<file path="config.mk">
export PLATFORM = sky130hd
export DESIGN_NAME = cdb_arbiter
export DESIGN_NICKNAME = d
export VERILOG_FILES = /design/src/rtl/cdb_arbiter_pkg.sv /design/src/rtl/cdb_arbiter_src_fifo.sv /design/src/rtl/cdb_arbiter.sv
export SDC_FILE = /design/constraint.sdc
export NUM_CORES = 1
export LEC_CHECK = 0
export ABC_AREA = 1
export ABC_CLOCK_PERIOD_IN_PS = 2300
export CORE_MARGIN = 2
export CORE_UTILIZATION = 50
export CTS_CLUSTER_DIAMETER = 100
export DETAILED_ROUTE_END_ITERATION = 16
export PLACE_DENSITY = 0.76
export SETUP_SLACK_MARGIN = 0.5
export SYNTH_ARGS = -nofsm -noshare
export SYNTH_HDL_FRONTEND = slang
export SYNTH_HIERARCHICAL = 1
export SYNTH_SLANG_ARGS = --single-unit
</file>
<file path="constraint.sdc">
create_clock -name clk -period 2.3 [get_ports clk]
set_clock_uncertainty 0.1 [all_clocks]
set_input_delay 0.23 -clock clk [delete_from_list [all_inputs] [get_ports clk]]
set_output_delay 0.23 -clock clk [all_outputs]
set_load 0.02 [all_outputs]
</file>
<file path="src/rtl/cdb_arbiter_pkg.sv">
// Shared widths, source IDs and the round-robin pick used by the CDB arbiter.
package cdb_arbiter_pkg;

  localparam int TagBus     = 4;
  localparam int DataBus    = 32;
  localparam int AddressBus = 32;

  typedef enum logic [1:0] {
    SRC_ALU = 2'd0,
    SRC_LSB = 2'd1,
    SRC_BR  = 2'd2
  } src_e;

  typedef struct packed {
    logic vld;
    src_e src;
  } grant_t;

  // First candidate found scanning ALU -> LSB -> BR, starting just after last.
  function automatic grant_t rr_pick(input logic [2:0] cand, input src_e last);
    grant_t     g;
    logic [1:0] idx;
    g.vld = 1'b0;
    g.src = SRC_ALU;
    idx   = last;
    for (int k = 0; k < 3; k++) begin
      idx = (idx == 2'd2) ? 2'd0 : idx + 2'd1;
      if (!g.vld && cand[idx]) begin
        g.vld = 1'b1;
        g.src = src_e'(idx);
      end
    end
    return g;
  endfunction

endpackage

</file>
<file path="src/rtl/cdb_arbiter_src_fifo.sv">
// Per-source result FIFO: push/pop/flush, registered count and head; 0-cycle head read.
// No internal overflow guard; the arbiter only pushes when count != DEPTH and pops when non-empty.
module cdb_src_fifo #(
  parameter int W     = 8,
  parameter int DEPTH = 2
) (
  input  logic                     clk,
  input  logic                     rst,
  input  logic                     push,
  input  logic [W-1:0]             push_dat,
  input  logic                     pop,
  input  logic                     flush,
  output logic [$clog2(DEPTH):0]   count,
  output logic [W-1:0]             head_dat
);

  localparam int PW = $clog2(DEPTH);

  logic [W-1:0]  mem_q [DEPTH];
  logic [W-1:0]  mem_d [DEPTH];
  logic [PW-1:0] wr_ptr_q, wr_ptr_d;
  logic [PW-1:0] rd_ptr_q, rd_ptr_d;
  logic [PW:0]   count_q, count_d;

  always_comb begin
    mem_d    = mem_q;
    wr_ptr_d = wr_ptr_q;
    rd_ptr_d = rd_ptr_q;
    count_d  = count_q;
    if (flush) begin
      wr_ptr_d = '0;
      rd_ptr_d = '0;
      count_d  = '0;
    end else begin
      if (push) begin
        mem_d[wr_ptr_q] = push_dat;
        wr_ptr_d        = wr_ptr_q + 1'b1;
      end
      if (pop) begin
        rd_ptr_d = rd_ptr_q + 1'b1;
      end
      if (push && !pop) begin
        count_d = count_q + 1'b1;
      end else if (pop && !push) begin
        count_d = count_q - 1'b1;
      end
    end
  end

  always_ff @(posedge clk or negedge rst) begin
    if (!rst) begin
      for (int i = 0; i < DEPTH; i++) begin
        mem_q[i] <= '0;
      end
      wr_ptr_q <= '0;
      rd_ptr_q <= '0;
      count_q  <= '0;
    end else begin
      mem_q    <= mem_d;
      wr_ptr_q <= wr_ptr_d;
      rd_ptr_q <= rd_ptr_d;
      count_q  <= count_d;
    end
  end

  assign count    = count_q;
  assign head_dat = mem_q[rd_ptr_q];

endmodule

</file>
<file path="src/rtl/cdb_arbiter.sv">
// Round-robin CDB arbiter (ALU/LSB/BR FIFOs -> one registered bus); latency 2, or 1 with CDB_BYPASS_EN.
// Backpressure: x_ready from rdy, clear and registered FIFO count; rdy low freezes all state.
module cdb_arbiter
  import cdb_arbiter_pkg::*;
#(
  parameter int DATA_W     = DataBus,
  parameter int TAG_W      = TagBus,
  parameter int ADDR_W     = AddressBus,
  parameter int FIFO_DEPTH = 2
) (
  input  logic              clk,
  input  logic              rst,
  input  logic              rdy,
  input  logic              clear,
  input  logic              alu_valid,
  input  logic [TAG_W-1:0]  alu_tag,
  input  logic [DATA_W-1:0] alu_data,
  output logic              alu_ready,
  input  logic              lsb_valid,
  input  logic [TAG_W-1:0]  lsb_tag,
  input  logic [DATA_W-1:0] lsb_data,
  output logic              lsb_ready,
  input  logic              br_valid,
  input  logic [TAG_W-1:0]  br_tag,
  input  logic [DATA_W-1:0] br_data,
  input  logic              br_jump,
  input  logic [ADDR_W-1:0] br_pc,
  output logic              br_ready,
  output logic              cdb_valid,
  output logic [TAG_W-1:0]  cdb_tag,
  output logic [DATA_W-1:0] cdb_data,
  output logic              cdb_jump,
  output logic [ADDR_W-1:0] cdb_pc,
  output logic [1:0]        cdb_src
);

  localparam int            CW   = $clog2(FIFO_DEPTH) + 1;
  localparam logic [CW-1:0] FULL = CW'(FIFO_DEPTH);

  typedef struct packed {
    logic [TAG_W-1:0]  tag;
    logic [DATA_W-1:0] data;
  } res_t;

  typedef struct packed {
    logic              jump;
    logic [ADDR_W-1:0] pc;
    res_t              res;
  } br_res_t;

  logic [CW-1:0] alu_cnt, lsb_cnt, br_cnt;
  res_t          alu_in, lsb_in, alu_head, lsb_head;
  br_res_t       br_in, br_head, win;
  logic [2:0]    acc, fifo_nz, byp, cand, sel, push, pop;
  logic          flush, take;
  grant_t        gnt;

  logic              cdb_valid_q, cdb_valid_d;
  logic [TAG_W-1:0]  cdb_tag_q, cdb_tag_d;
  logic [DATA_W-1:0] cdb_data_q, cdb_data_d;
  logic              cdb_jump_q, cdb_jump_d;
  logic [ADDR_W-1:0] cdb_pc_q, cdb_pc_d;
  logic [1:0]        cdb_src_q, cdb_src_d;
  src_e              last_grant_q, last_grant_d;

  assign alu_in = {alu_tag, alu_data};
  assign lsb_in = {lsb_tag, lsb_data};
  assign br_in  = {br_jump, br_pc, br_tag, br_data};

  assign alu_ready = rdy && !clear && (alu_cnt != FULL);
  assign lsb_ready = rdy && !clear && (lsb_cnt != FULL);
  assign br_ready  = rdy && !clear && (br_cnt != FULL);

  assign acc     = {br_valid && br_ready, lsb_valid && lsb_ready, alu_valid && alu_ready};
  assign fifo_nz = {br_cnt != '0, lsb_cnt != '0, alu_cnt != '0};
  // clear is only honoured while the ROB itself is advancing
  assign flush   = rdy && clear;

`ifdef CDB_BYPASS_EN
  // Only an empty FIFO may be bypassed, so per-source order is preserved.
  assign byp = acc & ~fifo_nz;
`else
  assign byp = 3'b000;
`endif

  assign cand = fifo_nz | byp;
  assign gnt  = rr_pick(cand, last_grant_q);
  assign take = rdy && !clear && gnt.vld;
  assign sel  = take ? (3'b001 << gnt.src) : 3'b000;
  assign push = acc & ~(sel & byp);
  assign pop  = sel & ~byp;

  always_comb begin
    win = '0;
    case (gnt.src)
      SRC_ALU: win.res = byp[0] ? alu_in : alu_head;
      SRC_LSB: win.res = byp[1] ? lsb_in : lsb_head;
      default: win     = byp[2] ? br_in : br_head;
    endcase
  end

  cdb_src_fifo #(.W($bits(res_t)), .DEPTH(FIFO_DEPTH)) u_alu_fifo (
    .clk      (clk),
    .rst      (rst),
    .push     (push[0]),
    .push_dat (alu_in),
    .pop      (pop[0]),
    .flush    (flush),
    .count    (alu_cnt),
    .head_dat (alu_head)
  );

  cdb_src_fifo #(.W($bits(res_t)), .DEPTH(FIFO_DEPTH)) u_lsb_fifo (
    .clk      (clk),
    .rst      (rst),
    .push     (push[1]),
    .push_dat (lsb_in),
    .pop      (pop[1]),
    .flush    (flush),
    .count    (lsb_cnt),
    .head_dat (lsb_head)
  );

  cdb_src_fifo #(.W($bits(br_res_t)), .DEPTH(FIFO_DEPTH)) u_br_fifo (
    .clk      (clk),
    .rst      (rst),
    .push     (push[2]),
    .push_dat (br_in),
    .pop      (pop[2]),
    .flush    (flush),
    .count    (br_cnt),
    .head_dat (br_head)
  );

  always_comb begin
    cdb_valid_d  = cdb_valid_q;
    cdb_tag_d    = cdb_tag_q;
    cdb_data_d   = cdb_data_q;
    cdb_jump_d   = cdb_jump_q;
    cdb_pc_d     = cdb_pc_q;
    cdb_src_d    = cdb_src_q;
    last_grant_d = last_grant_q;
    if (rdy) begin
      cdb_valid_d = 1'b0;
      if (take) begin
        cdb_valid_d  = 1'b1;
        cdb_tag_d    = win.res.tag;
        cdb_data_d   = win.res.data;
        cdb_jump_d   = win.jump;
        cdb_pc_d     = win.pc;
        cdb_src_d    = gnt.src;
        last_grant_d = gnt.src;
      end
    end
  end

  always_ff @(posedge clk or negedge rst) begin
    if (!rst) begin
      cdb_valid_q  <= 1'b0;
      cdb_tag_q    <= '0;
      cdb_data_q   <= '0;
      cdb_jump_q   <= 1'b0;
      cdb_pc_q     <= '0;
      cdb_src_q    <= '0;
      last_grant_q <= SRC_BR;
    end else begin
      cdb_valid_q  <= cdb_valid_d;
      cdb_tag_q    <= cdb_tag_d;
      cdb_data_q   <= cdb_data_d;
      cdb_jump_q   <= cdb_jump_d;
      cdb_pc_q     <= cdb_pc_d;
      cdb_src_q    <= cdb_src_d;
      last_grant_q <= last_grant_d;
    end
  end

  assign cdb_valid = cdb_valid_q;
  assign cdb_tag   = cdb_tag_q;
  assign cdb_data  = cdb_data_q;
  assign cdb_jump  = cdb_jump_q;
  assign cdb_pc    = cdb_pc_q;
  assign cdb_src   = cdb_src_q;

endmodule
</file>
==> results of run 1 <==
-- state kept, by name, summed over array words and instances (netlist names), 2 cells and up --
signal and flops:
u_br_fifo/mem_q 138, u_alu_fifo/mem_q 72, u_lsb_fifo/mem_q 72, cdb_data 32, cdb_pc 32, cdb_tag 4
cdb_src 2, u_alu_fifo/count 2, u_br_fifo/count 2, u_lsb_fifo/count 2
-- layer usage --
metal  vias to the layer above  routed length [microns]
met3                       104                     2820
met2                       484                    21500
met4                         2                     2020
li1                       6281                        -
met1                      6474                    18900
met5                         -                        9
-- critical path, cell delays in order, from the launching register on --
cell and delay, ps:
dfstp_2 620, nor2_2 90, nand2_1 80, o21ai_2 70, nor2_1 170, nand3_2 120
nand2_4 190, buf_6 150, nand2_4 80, inv_6 90, nand2_1 70, a21oi_1 230
nand2_1 80, nand2_1 70
-- metrics by stage --
step                      TNS, ps  hold slack [ps]
after floorplan                 0             -166
after detailed placement    -56.7              118
after global placement          0              111
final                           0              134
after CTS                       0              145
after global routing         -558              167
-- worst max-delay path by stage --
| stage | startpoint | to | slack [ps] | cells past startpoint |
|---|---|---|---|---|
| floorplan | last_grant_q[1]$_DFFE_PN1P_ | u_alu_fifo/count[1]$_DFFE_PN0P_ | 200 | 17 |
| global placement | rdy | u_br_fifo/mem_q[68]$_DFFE_PN0P_ | 40 | 10 |
| detailed placement | last_grant_q[1]$_DFFE_PN1P_ | cdb_data[9]$_DFFE_PN0P_ | -40 | 13 |
| CTS | last_grant_q[1]$_DFFE_PN1P_ | cdb_data[21]$_DFFE_PN0P_ | 90 | 12 |
| global route | u_br_fifo/count[1]$_DFFE_PN0P_ | cdb_data[14]$_DFFE_PN0P_ | -60 | 13 |
| finish | last_grant_q[1]$_DFFE_PN1P_ | u_br_fifo/count[0]$_DFFE_PN0P_ | 30 | 13 |
-- final cells by class --
type	count	area, sq um	share of cell area [%]
multi-input cells	1157	6930	31.4
clock buffers	58	1180	5.34
inverters	193	732	3.32
diodes	1	2.50	0.0113
repair buffers	289	3310	15.0
well taps	455	569	2.58
clock inverters	13	135	0.613
flip-flops and latches	367	9190	41.7
-- power breakdown --
group	total, uW	switching (uW)	internal [uW]
sequential	11300	1790	9510
combinational	14000	7290	6720
clock	6340	2560	3780
-- what timing repair did --
action                                  4_1_cts  5_1_grt
setup buffers                                 8        3
hold buffers                                  1        0
pin swaps                                     6        7
resized for setup                            39       53
endpoints found under the setup margin      158      402
gates cloned                                  7        0
endpoints found under the hold margin       128        0
-- cell families (layout without fill, tap and decap cells) --
logic type             after synthesis  after routing  synth area share [%]
DFF                                367            367                  52.8
other                                0              1                     0
and+or+nand+nor                    696            696                  16.7
muxes                              141            141                  9.13
buffers and inverters              296            553                  8.89
AOI/OAI and AO/OA                  320            320                  12.5
-- cells in the final DEF (no fill, tap or decap), drive strengths merged --
master,synthesis,final
o211ai,1,1
clkbuf,5,61
dlymetal6s2s,0,13
clkinvlp,0,2
dfstp,1,1
and2,3,3
nor2,62,62
mux2,141,141
clkinv,0,8
nand3b,3,3
a21oi,29,29
bufinv,0,2
clkdlybuf4s50,0,205
buf,98,61
nor3b,16,16
nand2,540,540
dfrtp,366,366
bufbuf,0,6
dlygate4sd3,0,1
diode,0,1
o21ai,290,290
nor3,2,2
nand3,50,50
inv,193,194
or2,20,20
==> run summary, run 1 <==
status -> completed
met3 Track Usage GR -> 3.86%
row count -> 68
Lkg Pwr -> 0.0108 uW
Worst R2R Setup Slack -> 30 ps
antenna viol nets, final -> 0
hold crit path type -> primary input to async pin
post-synthesis sequential area ratio -> 52.8%
total congestion overflow -> 0
clock-pin slew on the worst setup and hold paths -> 60 ps
worst slew pin tran -> 536 ps
# H-tree levels -> 2
Skew-Pair Late Insertion Delay -> 540 ps
Power Density -> 1440 nW/um^2
worst-case clock buffer depth -> 3
RePlAce Congestion -> 0.827
number of library cell types mapped by synthesis -> 28
Layout Nets -> 2,195
wire per inst -> 17.9 microns
Final Setup Violations -> 0
total clock sinks -> 367
Synth Flop Type -> dfrtp_1
Die Wd -> 190 microns
period utilisation layout -> 98.8%
Die Area -> 36,300 sq um
reg2reg start -> last_grant_q[1]$_DFFE_PN1P_
max_slew headroom -> 64.2%
dpl hpwl -> 30,000 microns
Critical Path End Type -> register
synth cell count leaders -> nand2_1, dfrtp_1, inv_1
post-layout min period -> 2270 ps
largest net degree at the start of global routing -> 74
Net Count, Synth -> 1,968
# fillers -> 2,673
CTS tree -> built
grt met1 use -> 34.0%
Yosys top cell area share -> 52.7%
number of synthesized flops with an enable pin -> 0
Via density -> 5.27
CTS root buf -> clkbuf_16
met2 global-route usage -> 41.3%
fmax -> 440 MHz
r2r endpoint -> u_br_fifo/count[0]$_DFFE_PN0P_
Final WS setup -> 27.0 ps
reg2reg path depth -> 13
Gate Count Post-Synth -> 1,820
power after layout -> 31,700 uW
I/O pin count -> 223
GRT Total Usage -> 25.4%
main area contributors after synthesis -> dfrtp_1, nand2_1, mux2_2
DR pass1 iterations -> 5
initial antenna violation count -> 2
DRC violations left -> 0
WP data arrival -> 2630 ps
DR iter-0 viols -> 981
Layout Area Growth over Synthesis -> 26.8%
Synth area leader -> dfrtp_1
CP startpoint kind -> register
Starting Density -> 50.6%
Die H -> 190 microns
cell area after layout -> 22,100 sq um
Hold Fails Final Rpt -> 0
fin util -> 64.2%
maximum vdd drop -> 0.840 mV
placed cell count -> 2,442
layout cell share with drive strength beyond 1 -> 25.4%
GR peak layer -> met2
dpl cell area -> 20,100 sq um
#FFs+latches synth -> 367
Setup Crit Path Kind -> register to register
ys async rst share -> 100%
Worst EP required -> 2660 ps
fin cells -> 2,533
crit-path max FO -> 9
Max-Cap Viols -> 0
yosys warns -> 6
via count -> 13.3k
core area -> 34,400 sq um
Synth Area per Inst -> 9.56 sq um
post-placement setup slack -> -36.4 ps
first-pass GRT wire length -> 72,400 microns
Post-Route WL -> 45,200 microns
most frequent cell after synthesis -> nand2_1
number of global-route vias before repair -> 13.7k
RSZ-0062 raised after global routing -> yes
TritonCTS buffer count -> 39
Post-Syn Area -> 17,400 sq um
port buffer count -> 222
Pins Over Slew Limit -> 0
(Power assumes the default switching activity.)
==> inputs of run 2 (changes only) <==
CTS_BUF_LIST = sky130_fd_sc_hd__clkbuf_16   (was not set)
==> run summary, run 2 (synthesized netlist as in run 1, its figures left out) <==
total clock sinks -> 367
reg2reg start -> last_grant_q[1]$_DFFE_PN1P_
GRT Total Usage -> 25.4%
Reg area -> 9190 sq um
wire per inst -> 17.8 microns
reg2reg path depth -> 13
crit-path max FO -> 20
Setup Crit Path Kind -> register to register
M1 wire length -> 18,900 microns
Worst EP required -> 2620 ps
max_slew headroom -> 64.2%
fin cells -> 2,533
CTS tree -> built
ANT cells -> 0
Die Wd -> 190 microns
Power Density -> 1420 nW/um^2
post-placement setup slack -> -36.4 ps
CP endpoint -> cdb_data[21]$_DFFE_PN0P_
Top Registers -> u_br_fifo/mem_q: 138 flops, u_alu_fifo/mem_q: 72 flops, u_lsb_fifo/mem_q: 72 flops
Die Area -> 36,300 sq um
commonest non-fill, non-tap cells in the layout -> nand2_1, dfrtp_1, clkdlybuf4s50_1
status -> completed
Layout Nets -> 2,196
# H-tree levels -> 2
beginning of the critical path -> last_grant_q[1]$_DFFE_PN1P_
max FFs per register -> 138
TritonCTS buffer count -> 39
DR iter-0 viols -> 1,116
Critical Path End Type -> register
routed length on met3 -> 2710 microns
# fillers -> 2,696
Multi-input gate area -> 6950 sq um
uppermost layer routed -> met4
I/O pin count -> 223
layout cell share with drive strength beyond 1 -> 25.1%
Max-Cap Viols -> 0
number of global-route vias before repair -> 13.7k
initial antenna violation count -> 0
RSZ-0062 raised after global routing -> yes
row count -> 68
fmax -> 439 MHz
Skew-Pair Late Insertion Delay -> 540 ps
Pins Over Slew Limit -> 0
Final WS setup -> 22.1 ps
via count -> 13.3k
worst slew pin tran -> 536 ps
port buffer count -> 222
Worst R2R Setup Slack -> 20 ps
Starting Density -> 50.6%
Lkg Pwr -> 0.0108 uW
total congestion overflow -> 0
Post-Route WL -> 45,200 microns
r2r endpoint -> cdb_data[21]$_DFFE_PN0P_
Layout Area Growth over Synthesis -> 26.4%
period utilisation layout -> 99.0%
worst-case clock buffer depth -> 3
Via density -> 5.25
first-pass GRT wire length -> 72,200 microns
CP startpoint kind -> register
hold slack -> 140 ps
core area -> 34,400 sq um
WP data arrival -> 2600 ps
maximum vdd drop -> 0.852 mV
dpl hpwl -> 30,000 microns
DRC violations left -> 0
Hold Fails Final Rpt -> 0
commonest non-fill, non-tap cell in the layout -> nand2_1
hold crit path type -> primary input to async pin
largest net degree at the start of global routing -> 74
post-layout min period -> 2280 ps
DR pass1 iterations -> 5
routed wl met2 -> 21,600 microns
Final Setup Violations -> 0
CTS root buf -> clkbuf_16
antenna viol nets, final -> 0
clock-pin slew on the worst setup and hold paths -> 60 ps
Die H -> 190 microns
Reg with most FFs -> u_br_fifo/mem_q
power after layout -> 31,300 uW
placed cell count -> 2,442
RePlAce Congestion -> 0.827
run 2: cell types whose count changed in the layout (fill, tap and decap cells not counted), moves of 7 or more:
| cell | delta |
|---|---|
| inv_1 | +7 |
| clkinv_1 | +11 |
| clkbuf_8 | -11 |
| clkbuf_1 | -7 |
run 2: critical path: stages (launching register included):
cell     delay, ps
dfstp_2        620
inv_2           80
nand2_2         70
nor2_2          50
nor2_4         130
nor2_4          60
o21ai_2         60
nand2_2        120
buf_4          160
buf_4          220
a21oi_1        230
nand3_1        150
nand2_1         90
inv_1           40
run 2: final cells by class:
cell class	instances	area share, %
Sequential cell	367	41.8
Multi-Input combinational cell	1157	31.6
Timing Repair Buffer	290	15.2
Clock buffer	40	4.55
Inverter	193	3.33
Tap cell	455	2.59
Clock inverter	31	0.922
run 2: report_power, final:
part	switching, uW	total (uW)	internal [uW]
clock	2550	5930	3380
sequential	1800	11300	9510
combinational	7290	14100	6760
run 2: how the worst min path moves through the flow:
stage,startpoint,endpoint,slack (ps),depth (start not counted)
after detailed placement,rst,cdb_pc[17]$_DFFE_PN0P_,120,1
final,rst,cdb_pc[17]$_DFFE_PN0P_,140,2
after global routing,alu_data[25],u_alu_fifo/mem_q[61]$_DFFE_PN0P_,170,3
after CTS,alu_data[25],u_alu_fifo/mem_q[61]$_DFFE_PN0P_,150,3
after floorplan,rst,cdb_data[0]$_DFFE_PN0P_,-170,0
after global placement,rst,cdb_pc[17]$_DFFE_PN0P_,110,1
run 2: through the flow:
stage,TNS [ps],utilization (%),cell area [sq um]
2_1_floorplan,0,-,17500
3_3_place_gp,0,58.5,20100
3_5_place_dp,-56.7,58.5,20100
4_1_cts,0,63.4,21800
5_1_grt,-1080,64.0,22000
6_report,0,64.0,22000
run 2: repair_timing:
item                                   CTS  global route
endpoints found under the hold margin  118             0
setup buffers                            7             4
gates resized for setup                 38            58
cloned                                   8             0
pin swaps                                6             4
hold buffers                             1             0
setup endpoints to repair              158           400
run 2: layer usage:
metal | up-vias | GRT usage, %
met2 | 454 | 40.9
met3 | 100 | 3.55
met1 | 6483 | 34.1
li1 | 6271 | -
met4 | 0 | 12.1
met5 | - | 0
